File: config.mk
export PLATFORM = sky130hd
export DESIGN_NAME = sort_stream_bridge
export DESIGN_NICKNAME = d
export VERILOG_FILES = /design/src/rtl/sort_pkg.sv /design/src/rtl/sort_word_counter.sv /design/src/rtl/sort_stream_bridge.sv
export SDC_FILE = /design/constraint.sdc
export NUM_CORES = 1
export LEC_CHECK = 0
export BUFFER_PORTS_ARGS = -buffer_cell sky130_fd_sc_hd__buf_2
export CORE_UTILIZATION = 25
export CTS_CLUSTER_SIZE = 14
export DETAILED_ROUTE_END_ITERATION = 8
export GPL_TIMING_DRIVEN = 0
export PLACE_DENSITY = 0.49
export SLEW_MARGIN = 25
export SYNTH_ARGS = -nofsm -noshare
export SYNTH_HDL_FRONTEND = slang
export SYNTH_SLANG_ARGS = --single-unit
File: constraint.sdc
create_clock -name clk -period 3.6 [get_ports clk]
set_input_delay 0.18 -clock clk [delete_from_list [all_inputs] [get_ports clk]]
set_output_delay 0.18 -clock clk [all_outputs]
set_load 0.02 [all_outputs]
File: src/rtl/sort_pkg.sv
// Shared definitions for the serial sorter host bridge, the sorter datapath
// and its controller: default batch geometry and the bridge FSM encoding.
package sort_pkg;

    localparam int SORT_WIDTH   = 32;
    localparam int SORT_N       = 10;
    localparam int SORT_TIMEOUT = 4096;

    typedef enum logic [2:0] {
        ST_IDLE  = 3'd0,
        ST_LOAD  = 3'd1,
        ST_START = 3'd2,
        ST_WAIT  = 3'd3,
        ST_CAP   = 3'd4,
        ST_HOLD  = 3'd5,
        ST_GAP   = 3'd6
    } state_t;

endpackage

File: src/rtl/sort_word_counter.sv
// Saturating up-counter with synchronous clear and enable. The terminal flag
// is high while the count sits one below LIMIT, so an enabled cycle with tc
// set is the one that completes the LIMIT-th event. The count holds at LIMIT
// and never wraps.
module sort_word_counter #(
    parameter int LIMIT = 10,
    parameter int CW    = $clog2(LIMIT + 1)
) (
    input  logic clk,
    input  logic rst,
    input  logic clr,
    input  logic en,
    output logic tc
);

    localparam logic [CW-1:0] LAST = CW'(LIMIT - 1);
    localparam logic [CW-1:0] MAXV = CW'(LIMIT);

    logic [CW-1:0] cnt;

    // count enabled events, clear has priority, saturate at LIMIT
    always_ff @(posedge clk or posedge rst) begin
        if (rst) begin
            cnt <= '0;
        end else if (clr) begin
            cnt <= '0;
        end else if (en && (cnt != MAXV)) begin
            cnt <= cnt + CW'(1);
        end
    end

    assign tc = (cnt == LAST);

endmodule

File: src/rtl/sort_stream_bridge.sv
// Host-side bridge to the serial sorter: loads N words from a valid/ready
// stream, starts the sort, waits for done, then unloads the sorted words onto
// a valid/ready output stream with last on the final word.
// Optional feature: define ORDER_CHECK_EN to flag descending output words.
//
// state | meaning
// IDLE  | ready for word 0 of a new batch
// LOAD  | accepting words 1..N-1, each shifted into the sorter
// START | all words loaded; start pulse is issued on the following cycle
// WAIT  | waiting for sorter done, bounded by TIMEOUT
// CAP   | capture sorter head into the output register
// HOLD  | output word valid, waiting for downstream ready
// GAP   | sorter head advancing after an unload pulse
module sort_stream_bridge
    import sort_pkg::*;
#(
    parameter int WIDTH   = SORT_WIDTH,
    parameter int N       = SORT_N,
    parameter int TIMEOUT = SORT_TIMEOUT
) (
    input  logic                    clk,
    input  logic                    rst,
    input  logic                    s_valid_i,
    input  logic signed [WIDTH-1:0] s_data_i,
    output logic                    s_ready_o,
    output logic                    m_valid_o,
    output logic signed [WIDTH-1:0] m_data_o,
    output logic                    m_last_o,
    input  logic                    m_ready_i,
    output logic signed [WIDTH-1:0] srt_data_o,
    output logic                    srt_load_o,
    output logic                    srt_start_o,
    input  logic                    srt_done_i,
    input  logic signed [WIDTH-1:0] srt_data_i,
    output logic                    srt_unload_o,
    output logic                    busy_o,
    output logic                    timeout_err_o,
    output logic                    order_err_o
);

    state_t state, state_nx;

    logic s_hs;
    logic m_hs;
    logic batch_start;
    logic cnt_clr;
    logic in_tc;
    logic out_tc;
    logic tmo_tc;
    logic tmo_en;

    assign s_hs        = s_ready_o & s_valid_i;
    assign m_hs        = (state == ST_HOLD) & m_valid_o & m_ready_i;
    assign batch_start = (state == ST_IDLE) & s_hs;
    assign cnt_clr     = (state != ST_IDLE) & (state_nx == ST_IDLE);
    assign tmo_en      = (state == ST_WAIT) & ~srt_done_i;

    sort_word_counter #(.LIMIT(N)) u_in_cnt (
        .clk (clk),
        .rst (rst),
        .clr (cnt_clr),
        .en  (s_hs),
        .tc  (in_tc)
    );

    sort_word_counter #(.LIMIT(N)) u_out_cnt (
        .clk (clk),
        .rst (rst),
        .clr (cnt_clr),
        .en  (m_hs),
        .tc  (out_tc)
    );

    sort_word_counter #(.LIMIT(TIMEOUT)) u_tmo_cnt (
        .clk (clk),
        .rst (rst),
        .clr (cnt_clr),
        .en  (tmo_en),
        .tc  (tmo_tc)
    );

    // state register
    always_ff @(posedge clk or posedge rst) begin
        if (rst) begin
            state <= ST_IDLE;
        end else begin
            state <= state_nx;
        end
    end

    // next-state decode; done wins over a same-cycle timeout expiry
    always_comb begin
        state_nx = state;
        case (state)
            ST_IDLE:  if (s_hs) state_nx = ST_LOAD;
            ST_LOAD:  if (s_hs && in_tc) state_nx = ST_START;
            ST_START: state_nx = ST_WAIT;
            ST_WAIT: begin
                if (srt_done_i) begin
                    state_nx = ST_CAP;
                end else if (tmo_tc) begin
                    state_nx = ST_IDLE;
                end
            end
            ST_CAP:   state_nx = ST_HOLD;
            ST_HOLD:  if (m_hs) state_nx = out_tc ? ST_IDLE : ST_GAP;
            ST_GAP:   state_nx = ST_CAP;
            default:  state_nx = ST_IDLE;
        endcase
    end

    // registered stream and sorter-side outputs; ready/busy follow next-state
    // so ready drops in the cycle right after the final input handshake, and
    // start is delayed one cycle so it trails the last load pulse
    always_ff @(posedge clk or posedge rst) begin
        if (rst) begin
            s_ready_o    <= 1'b0;
            busy_o       <= 1'b0;
            srt_start_o  <= 1'b0;
            srt_load_o   <= 1'b0;
            srt_data_o   <= '0;
            srt_unload_o <= 1'b0;
            m_valid_o    <= 1'b0;
            m_data_o     <= '0;
            m_last_o     <= 1'b0;
        end else begin
            s_ready_o    <= (state_nx == ST_IDLE) || (state_nx == ST_LOAD);
            busy_o       <= (state_nx != ST_IDLE);
            srt_start_o  <= (state == ST_START);
            srt_load_o   <= s_hs;
            srt_unload_o <= m_hs;
            if (s_hs) begin
                srt_data_o <= s_data_i;
            end
            if (state == ST_CAP) begin
                m_data_o  <= srt_data_i;
                m_valid_o <= 1'b1;
                m_last_o  <= out_tc;
            end else if (m_hs) begin
                m_valid_o <= 1'b0;
                m_last_o  <= 1'b0;
            end
        end
    end

    // sticky timeout flag, cleared by the first word of the next batch
    always_ff @(posedge clk or posedge rst) begin
        if (rst) begin
            timeout_err_o <= 1'b0;
        end else if (batch_start) begin
            timeout_err_o <= 1'b0;
        end else if ((state == ST_WAIT) && !srt_done_i && tmo_tc) begin
            timeout_err_o <= 1'b1;
        end
    end

`ifdef ORDER_CHECK_EN
    logic signed [WIDTH-1:0] prev_word;
    logic                    have_prev;

    // flag any accepted output word lower than the one before it in the batch
    always_ff @(posedge clk or posedge rst) begin
        if (rst) begin
            order_err_o <= 1'b0;
            have_prev   <= 1'b0;
            prev_word   <= '0;
        end else if (batch_start) begin
            order_err_o <= 1'b0;
            have_prev   <= 1'b0;
        end else if (m_hs) begin
            if (have_prev && (m_data_o < prev_word)) begin
                order_err_o <= 1'b1;
            end
            prev_word <= m_data_o;
            have_prev <= 1'b1;
        end
    end
`else
    assign order_err_o = 1'b0;
`endif

endmodule
==> impl_summary.log, run 1 <==
INFO  metric synth.most_common_cell = sky130_fd_sc_hd__dfrtp_1
INFO  metric antenna_found_initial = 0
INFO  metric wire_length_of_the_first_global_routing_pass = between 15,000 and 20,000 um
INFO  metric port_buffers = 140
INFO  metric post_drt_wl_per_cell = approximately 14 um
INFO  metric clkLatencyLatePin = roughly 340 ps
INFO  metric rows = 47
INFO  metric synth_async_sr_flop_share = 100%
INFO  metric post_synth_inst_count = 319
INFO  metric timing.final.setup_violations = 0
INFO  metric initialDrtViolationCount = around 100
INFO  metric syn_area = ~4200 um2
INFO  metric clock_path_buffers = 2
INFO  metric post_synth_xor_area_fraction = 2.71%
INFO  metric floorplan.die_area = about 17,000 um2
INFO  metric grt_pass1_vias = 3,140
INFO  metric max_slew_violation_count = 0
INFO  metric synth.top_cells.by_count = sky130_fd_sc_hd__dfrtp_1 (96), sky130_fd_sc_hd__mux2_2 (66), sky130_fd_sc_hd__a31oi_1 (20)
INFO  metric critical_path_class = register to register
INFO  metric worst-slew-pin-transition = about 530 ps
INFO  metric track_usage = 11.8%
INFO  metric initial_core_util = between 20 and 30%
INFO  metric cts_buffers = 9
INFO  metric core = ~17,000 um2
INFO  metric critical_path_end_type = register
INFO  metric setup_repair_after_global_routing_missed_its_margin = no
INFO  metric worst_stage_delay_on_the_critical_path = around 410 ps
INFO  metric timing.hold.worst.class = input port to register
INFO  metric synthSimpleGateAreaFrac = around 8.5%
INFO  metric maximum_number_of_pins_on_one_net_before_global_route_repair = 62
INFO  metric peakVddDrop = roughly 0.00026 V
INFO  metric critical_path.max_fanout = 10
INFO  metric finalHoldViolCount = 0
INFO  metric clkSlewWorstSetupHoldPaths = ~70 ps
INFO  metric totalPowerFinal = between 4 and 5 mW
INFO  metric cp.required = 3810 ps
INFO  metric yosys-top-cells-area = sky130_fd_sc_hd__dfrtp_1 (57%), sky130_fd_sc_hd__mux2_2 (18%), sky130_fd_sc_hd__a31oi_1 (3.0%)
INFO  metric result_of_the_run = complete, no violations
INFO  metric power.leakage = 2.56 nW
INFO  metric routed_via_density = roughly 4.4
INFO  metric period_needed = 1960 ps
INFO  metric worst_ep_arrival_time = roughly 2200 ps
INFO  metric area.growth.synth_to_final = 31.6%
INFO  metric remaining_global_route_overflow = 0
INFO  metric worst_clock_skew = 9.99 ps
INFO  metric synth_area_in_compound_gates = under 10%
INFO  metric synth_top_area_cell = sky130_fd_sc_hd__dfrtp_1
INFO  metric die_height = roughly 130 um
INFO  metric dpl.hpwl = about 7000 um
INFO  metric cts_num_sinks = between 90 and 100
INFO  metric via_count = about 3.1k
INFO  metric drive_above_1_share = roughly 52%
INFO  metric path_cells = inv_1 -> ha_1 -> and3b_1 -> nand4_1 -> a31oi_2 -> buf_2 -> a31oi_1
INFO  metric synth.area.mux_share = between 10% and 20%
INFO  metric setup.worst_path.start_class = register
INFO  metric number_of_nets_at_the_end_of_the_flow = about 550
INFO  metric ys_ff_latch = 96
INFO  metric syn-mean-instance-area = about 13 um2
INFO  metric synth.yosys.seq_area_share = between 50% and 60%
INFO  metric tritoncts = built
INFO  metric maxCapViolations = 0
INFO  metric nFillCells = ~1.7k
INFO  metric io_pins = 142
INFO  metric dp_slack = ~1700 ps
INFO  metric fp.dieW = around 130 um
INFO  metric maxSlewHeadroom = around two thirds
INFO  metric yosys_warnings = 0
INFO  metric yosys.area_share.adder = under 10%
INFO  metric synth_top_family_by_area = multiplexers
INFO  metric post-route-drc-count = 0
INFO  metric achievable-frequency = just over 500 MHz
INFO  metric pwr_density_cell = between 800 and 900 nW/um2
INFO  metric synth_edf_count = 0
INFO  metric detailed_place.area = between 5000 and 6000 um2
INFO  metric synth.net_count = 396
INFO  metric finalWeightedCongestion = between 0.7 and 0.8
INFO  metric drt_first_pass_iters = 4
INFO  metric ys.flop_type = sky130_fd_sc_hd__dfrtp_1
INFO  metric postLayoutSetupSlackWorst = ~1600 ps
INFO  metric cts_root_buffer = sky130_fd_sc_hd__clkbuf_16
INFO  metric tcrit_tclk_final = ~54%
INFO  metric finish.instance_area = roughly 5500 um2
INFO  metric cts_htree_levels = 3
INFO  metric wirelength = a little under 10,000 um
INFO  metric timing.critical_path.slowest_stage_cell = sky130_fd_sc_hd__dfrtp_1
INFO  metric insertedDiodeCount = 0
INFO  metric synth.distinct_cells = 48
INFO  metric share_of_the_synthesized_area_in_the_top_cell_type = 57.2%
INFO  metric ctsResizeCount = 0
INFO  metric detail-route-antenna-nets = 0
-- worst max-delay path: cells and delay by family (launching register included) --
kind / cells / cell delay (ps)
adder cells (fa/ha/maj): 1 / 130
AND/OR/NAND/NOR: 2 / 380
buffers and inverters: 2 / 410
flip-flops: 1 / 410
AO/OA/AOI/OAI: 2 / 510
-- per-layer routing --
layer | vias to the layer above | global-route usage [%] | share of wire [%]
met2 | 95 | 19.2 | 48
li1 | 1459 | - | -
met5 | - | 0 | 0
met3 | 18 | 2.47 | 4.5
met4 | 0 | 5.88 | 2.4
met1 | 1490 | 14.8 | 45
-- report_power, final --
group | internal [mW] | leakage [nW] | switching [mW]
combinational | 0.847 | 1.23 | 1.20
clock | 0.607 | 0.149 | 0.408
sequential | 1.53 | 1.18 | 0.246
-- layout make-up --
| type | instances | area (um2) | area share [%] |
|---|---|---|---|
| Inverter | 15 | 61.3 | 1.11 |
| Tap cell | 220 | 275 | 4.98 |
| Multi-Input combinational cell | 189 | 1640 | 29.6 |
| Buffer | 19 | 105 | 1.90 |
| Sequential cell | 96 | 2400 | 43.4 |
| Timing Repair Buffer | 142 | 738 | 13.3 |
| Clock inverter | 5 | 81.3 | 1.47 |
| Clock buffer | 10 | 229 | 4.14 |
-- final timing paths --
path	end	depth (start not counted)	start	slack (ps)
setup / recovery	u_tmo_cnt.cnt[7]$_DFFE_PP0P_	7	u_out_cnt.cnt[1]$_DFFE_PP0P_	1640
hold / removal	srt_data_o[1]$_DFFE_PP0P_	2	s_data_i[1]	70
max in group asynchronous	m_data_o[27]$_DFFE_PP0P_	4	rst	2590
hold reg to reg	m_data_o[11]$_DFFE_PP0P_	1	m_data_o[11]$_DFFE_PP0P_	500
setup reg to reg	u_tmo_cnt.cnt[7]$_DFFE_PP0P_	7	u_out_cnt.cnt[1]$_DFFE_PP0P_	1640
min in group asynchronous	srt_data_o[22]$_DFFE_PP0P_	3	rst	380
-- per-stage QoR --
stage	util (%)	cells	TNS [ps]	hold slack (ps)
after global routing	33.5	696	0	53.3
after global placement	31.3	679	-28560	412
final	33.5	696	0	65.0
after detailed placement	31.5	680	0	196
after CTS	33.5	696	0	49.4
after floorplan	-	319	0	332
-- cells in the final DEF, fill, tap and decap left out, types with 5 or more instances in the layout --
master                        n
sky130_fd_sc_hd__a31oi_1     20
sky130_fd_sc_hd__buf_2      153
sky130_fd_sc_hd__clkbuf_16    9
sky130_fd_sc_hd__dfrtp_1     96
sky130_fd_sc_hd__ha_1         8
sky130_fd_sc_hd__inv_1       13
sky130_fd_sc_hd__mux2_2      66
sky130_fd_sc_hd__nand2_1     15
sky130_fd_sc_hd__nand3_1      5
sky130_fd_sc_hd__nand4_1      6
sky130_fd_sc_hd__xnor2_1      9
-- cells by family after synthesis --
kind of cell             count (synthesis)
flip-flops                              96
multiplexers                            68
AND/OR/NAND/NOR                         58
AO/OA/AOI/OAI                           41
buffers and inverters                   34
XOR/XNOR                                13
adder cells (fa/ha/maj)                  8
other                                    1
-- state kept, by name, indices dropped and copies added (netlist names) --
signal	count
srt_load_o	1
m_valid_o	1
srt_data_o	32
u_out_cnt.cnt	4
srt_start_o	1
m_data_o	32
state	3
srt_unload_o	1
u_tmo_cnt.cnt	13
timeout_err_o	1
u_in_cnt.cnt	4
s_ready_o	1
busy_o	1
m_last_o	1
-- repair_timing --
action | CTS | global route
endpoints found under the setup margin | 0 | 0
setup buffers | 0 | 0
endpoints found under the hold margin | 35 | 0
hold buffers | 1 | 0
Note: power is estimated with default switching activity, not from simulation.
==> run 2, diff against run 1 <==
Settings changed: PLACE_DENSITY 0.49 to 0.51.
Clock period 3.6 ns to 1.7 ns, I/O delays scaled along.
==> impl_summary.log, run 2 (synthesis gave the netlist of run 1 again) <==
INFO  metric result_of_the_run = complete, but fails checks
INFO  metric violations = negative setup slack
INFO  metric detail-route-antenna-nets = 0
INFO  metric wire_length_of_the_first_global_routing_pass = about 18,000 um
INFO  metric floorplan.die_area = 17,300 um2
INFO  metric core = ~17,000 um2
INFO  metric grt_pass1_vias = approximately 3.6k
INFO  metric wirelength = about 11,000 um
INFO  metric finish.instance_area = between 6000 and 7000 um2
INFO  metric logic_pwr_share = 47.1%
INFO  metric cts_root_buffer = sky130_fd_sc_hd__clkbuf_16
INFO  metric post_drt_wl_per_cell = ~14 um
INFO  metric die_height = 132 um
INFO  metric tcrit_tclk_final = 102%
INFO  metric antenna_found_initial = 0
INFO  metric fp.dieW = 132 um
INFO  metric critical_path_class = register to register
INFO  metric pwr_density_cell = 1660 nW/um2
INFO  metric crit-reg2reg-launch = u_tmo_cnt.cnt[2]$_DFFE_PP0P_
INFO  metric rows = 47
INFO  metric path_cells = clkbuf_2 -> nor4_1 -> a31oi_1 -> mux2i_1 -> a31oi_4
INFO  metric hold_end = busy_o$_DFF_PP0_
INFO  metric drt_first_pass_iters = 4
INFO  metric tritoncts = built
INFO  metric layout_commonest_cell = sky130_fd_sc_hd__buf_2
INFO  metric clkLatencyLatePin = about 340 ps
INFO  metric cts_buffers = 9
INFO  metric remaining_global_route_overflow = 0
INFO  metric switching_power = approximately 4.2 mW
INFO  metric port_buffers = between 100 and 150
INFO  metric drive_above_1_share = about half
INFO  metric timing.critical_path.slowest_stage_cell = sky130_fd_sc_hd__nor4_1
INFO  metric biggestRegsByFlops = m_data_o (32), srt_data_o (32), u_tmo_cnt.cnt (13)
INFO  metric timing.final.setup_violations = 18
INFO  metric r2r_setup_slack = -30 ps
INFO  metric cts_num_sinks = between 90 and 100
INFO  metric peakVddDrop = 0.000575 V
INFO  metric number_of_nets_at_the_end_of_the_flow = between 600 and 700
INFO  metric dpl.cell_count = slightly below 700
INFO  metric dp_slack = -229 ps
INFO  metric r2r_end = u_tmo_cnt.cnt[1]$_DFFE_PP0P_
INFO  metric min_delay_path_depth = 4
INFO  metric via_count = 3,441
INFO  metric postLayoutSetupSlackWorst = -30.2 ps
INFO  metric worst_hold_startpoint = m_ready_i
INFO  metric max_slew_violation_count = 0
INFO  metric finalSetupTns = -204 ps
INFO  metric setup.worst_path.start_class = register
INFO  metric sequentialPowerShare = 34.7%
INFO  metric setup_repair_after_global_routing_missed_its_margin = yes
INFO  metric worst_ep_arrival_time = ~2000 ps
INFO  metric finalHoldViolCount = 0
INFO  metric cts_htree_levels = 3
INFO  metric worst_clock_skew = just under 7 ps
INFO  metric maxCapViolations = 0
INFO  metric critical_path.max_fanout = 8
INFO  metric insertedDiodeCount = 0
INFO  metric leading_cell_types_in_the_layout_fill_and_taps_excluded = sky130_fd_sc_hd__buf_2 (145), sky130_fd_sc_hd__dfrtp_1 (95), sky130_fd_sc_hd__mux2_2 (66)
INFO  metric power.leakage = 2.95 nW
INFO  metric period_needed = between 1500 and 2000 ps
INFO  metric routed_via_density = roughly 4.4
INFO  metric track_usage = ~13%
INFO  metric critical_path_end_type = register
INFO  metric fin_worst_hold_slack = 227 ps
INFO  metric worst_stage_delay_on_the_critical_path = roughly 430 ps
INFO  metric finalNonFillerCells = around 780
INFO  metric clkSlewWorstSetupHoldPaths = approximately 70 ps
INFO  metric initial_core_util = between 20% and 30%
INFO  metric maximum_number_of_pins_on_one_net_before_global_route_repair = 33
INFO  metric finalWeightedCongestion = roughly 0.76
INFO  metric p_int = approximately 6.6 mW
INFO  metric cp.required = about 1900 ps
INFO  metric clock_path_buffers = 2
INFO  metric timing.hold.worst.class = input port to register
INFO  metric p_clk_share = between 10% and 20%
INFO  metric dpl.hpwl = between 7000 and 8000 um
INFO  metric worst-r2r-cell-count = 5
INFO  metric post-route-drc-count = 0
INFO  metric io_pins = roughly 140
INFO  metric achievable-frequency = just under 600 MHz
INFO  metric switching_share = 39.0%
INFO  metric area.growth.synth_to_final = 55.4%
INFO  metric initialDrtViolationCount = 121
INFO  metric detailed_place.area = around 5300 um2
run 2: cell type report:
type | instances | area (um2)
multi-input combinational | 189 | 1780
timing repair buffer | 224 | 1560
fill | 1563 | 9990
clock inverter | 5 | 38.8
tap | 220 | 275
buffer | 19 | 165
sequential | 96 | 2400
inverter | 15 | 60.1
clock buffer | 11 | 253
run 2: critical path, delay by kind of cell (launching register included):
kind | cells | cell delay (ps)
AO/OA/AOI/OAI | 2 | 280
buffers and inverters | 1 | 170
flip-flops | 1 | 360
multiplexers | 1 | 370
AND/OR/NAND/NOR | 1 | 430
run 2: worst max-delay path by stage:
stage	from	endpoint	depth (start not counted)
finish	u_tmo_cnt.cnt[2]$_DFFE_PP0P_	u_tmo_cnt.cnt[1]$_DFFE_PP0P_	5
global route	u_out_cnt.cnt[1]$_DFFE_PP0P_	u_tmo_cnt.cnt[11]$_DFFE_PP0P_	8
CTS	u_in_cnt.cnt[1]$_DFFE_PP0P_	u_tmo_cnt.cnt[1]$_DFFE_PP0P_	8
detailed placement	u_out_cnt.cnt[1]$_DFFE_PP0P_	u_tmo_cnt.cnt[1]$_DFFE_PP0P_	7
global placement	u_tmo_cnt.cnt[0]$_DFFE_PP0P_	u_tmo_cnt.cnt[1]$_DFFE_PP0P_	6
floorplan	u_tmo_cnt.cnt[0]$_DFFE_PP0P_	u_out_cnt.cnt[0]$_DFFE_PP0P_	6
run 2: power groups by stage:
| stage | registers [mW] | clock network, mW | logic [mW] |
|---|---|---|---|
| floorplan | 4.84 | 0 | 1.88 |
| global placement | 3.78 | 0 | 4.30 |
| detailed placement | 3.82 | 0 | 4.37 |
| CTS | 3.76 | 2.06 | 4.89 |
| global route | 3.91 | 2.17 | 5.47 |
| finish | 3.77 | 1.97 | 5.12 |
run 2: layer usage:
| metal | vias up | global-route usage (%) | share of wire, % |
|---|---|---|---|
| met5 | - | 0 | 0 |
| met1 | 1700 | 15.6 | 44 |
| met4 | 0 | 3.88 | 0.88 |
| li1 | 1633 | - | - |
| met3 | 11 | 3.20 | 3.7 |
| met2 | 97 | 22.1 | 51 |
run 2: timing repair:
action                                  4_1_cts  5_1_grt
buffers inserted                             12        1
endpoints found under the setup margin       51       50
pin swaps                                     8        6
gates resized for setup                      26       23
hold buffers                                 65        0
endpoints found under the hold margin        79        0
gates cloned                                  2        1
run 2: per-stage QoR:
stage	util [%]	total power [mW]
4_1_cts	38.7	10.7
3_3_place_gp	31.4	8.07
6_report	39.5	10.9
5_1_grt	39.5	11.5
3_5_place_dp	31.8	8.19
2_1_floorplan	-	6.71
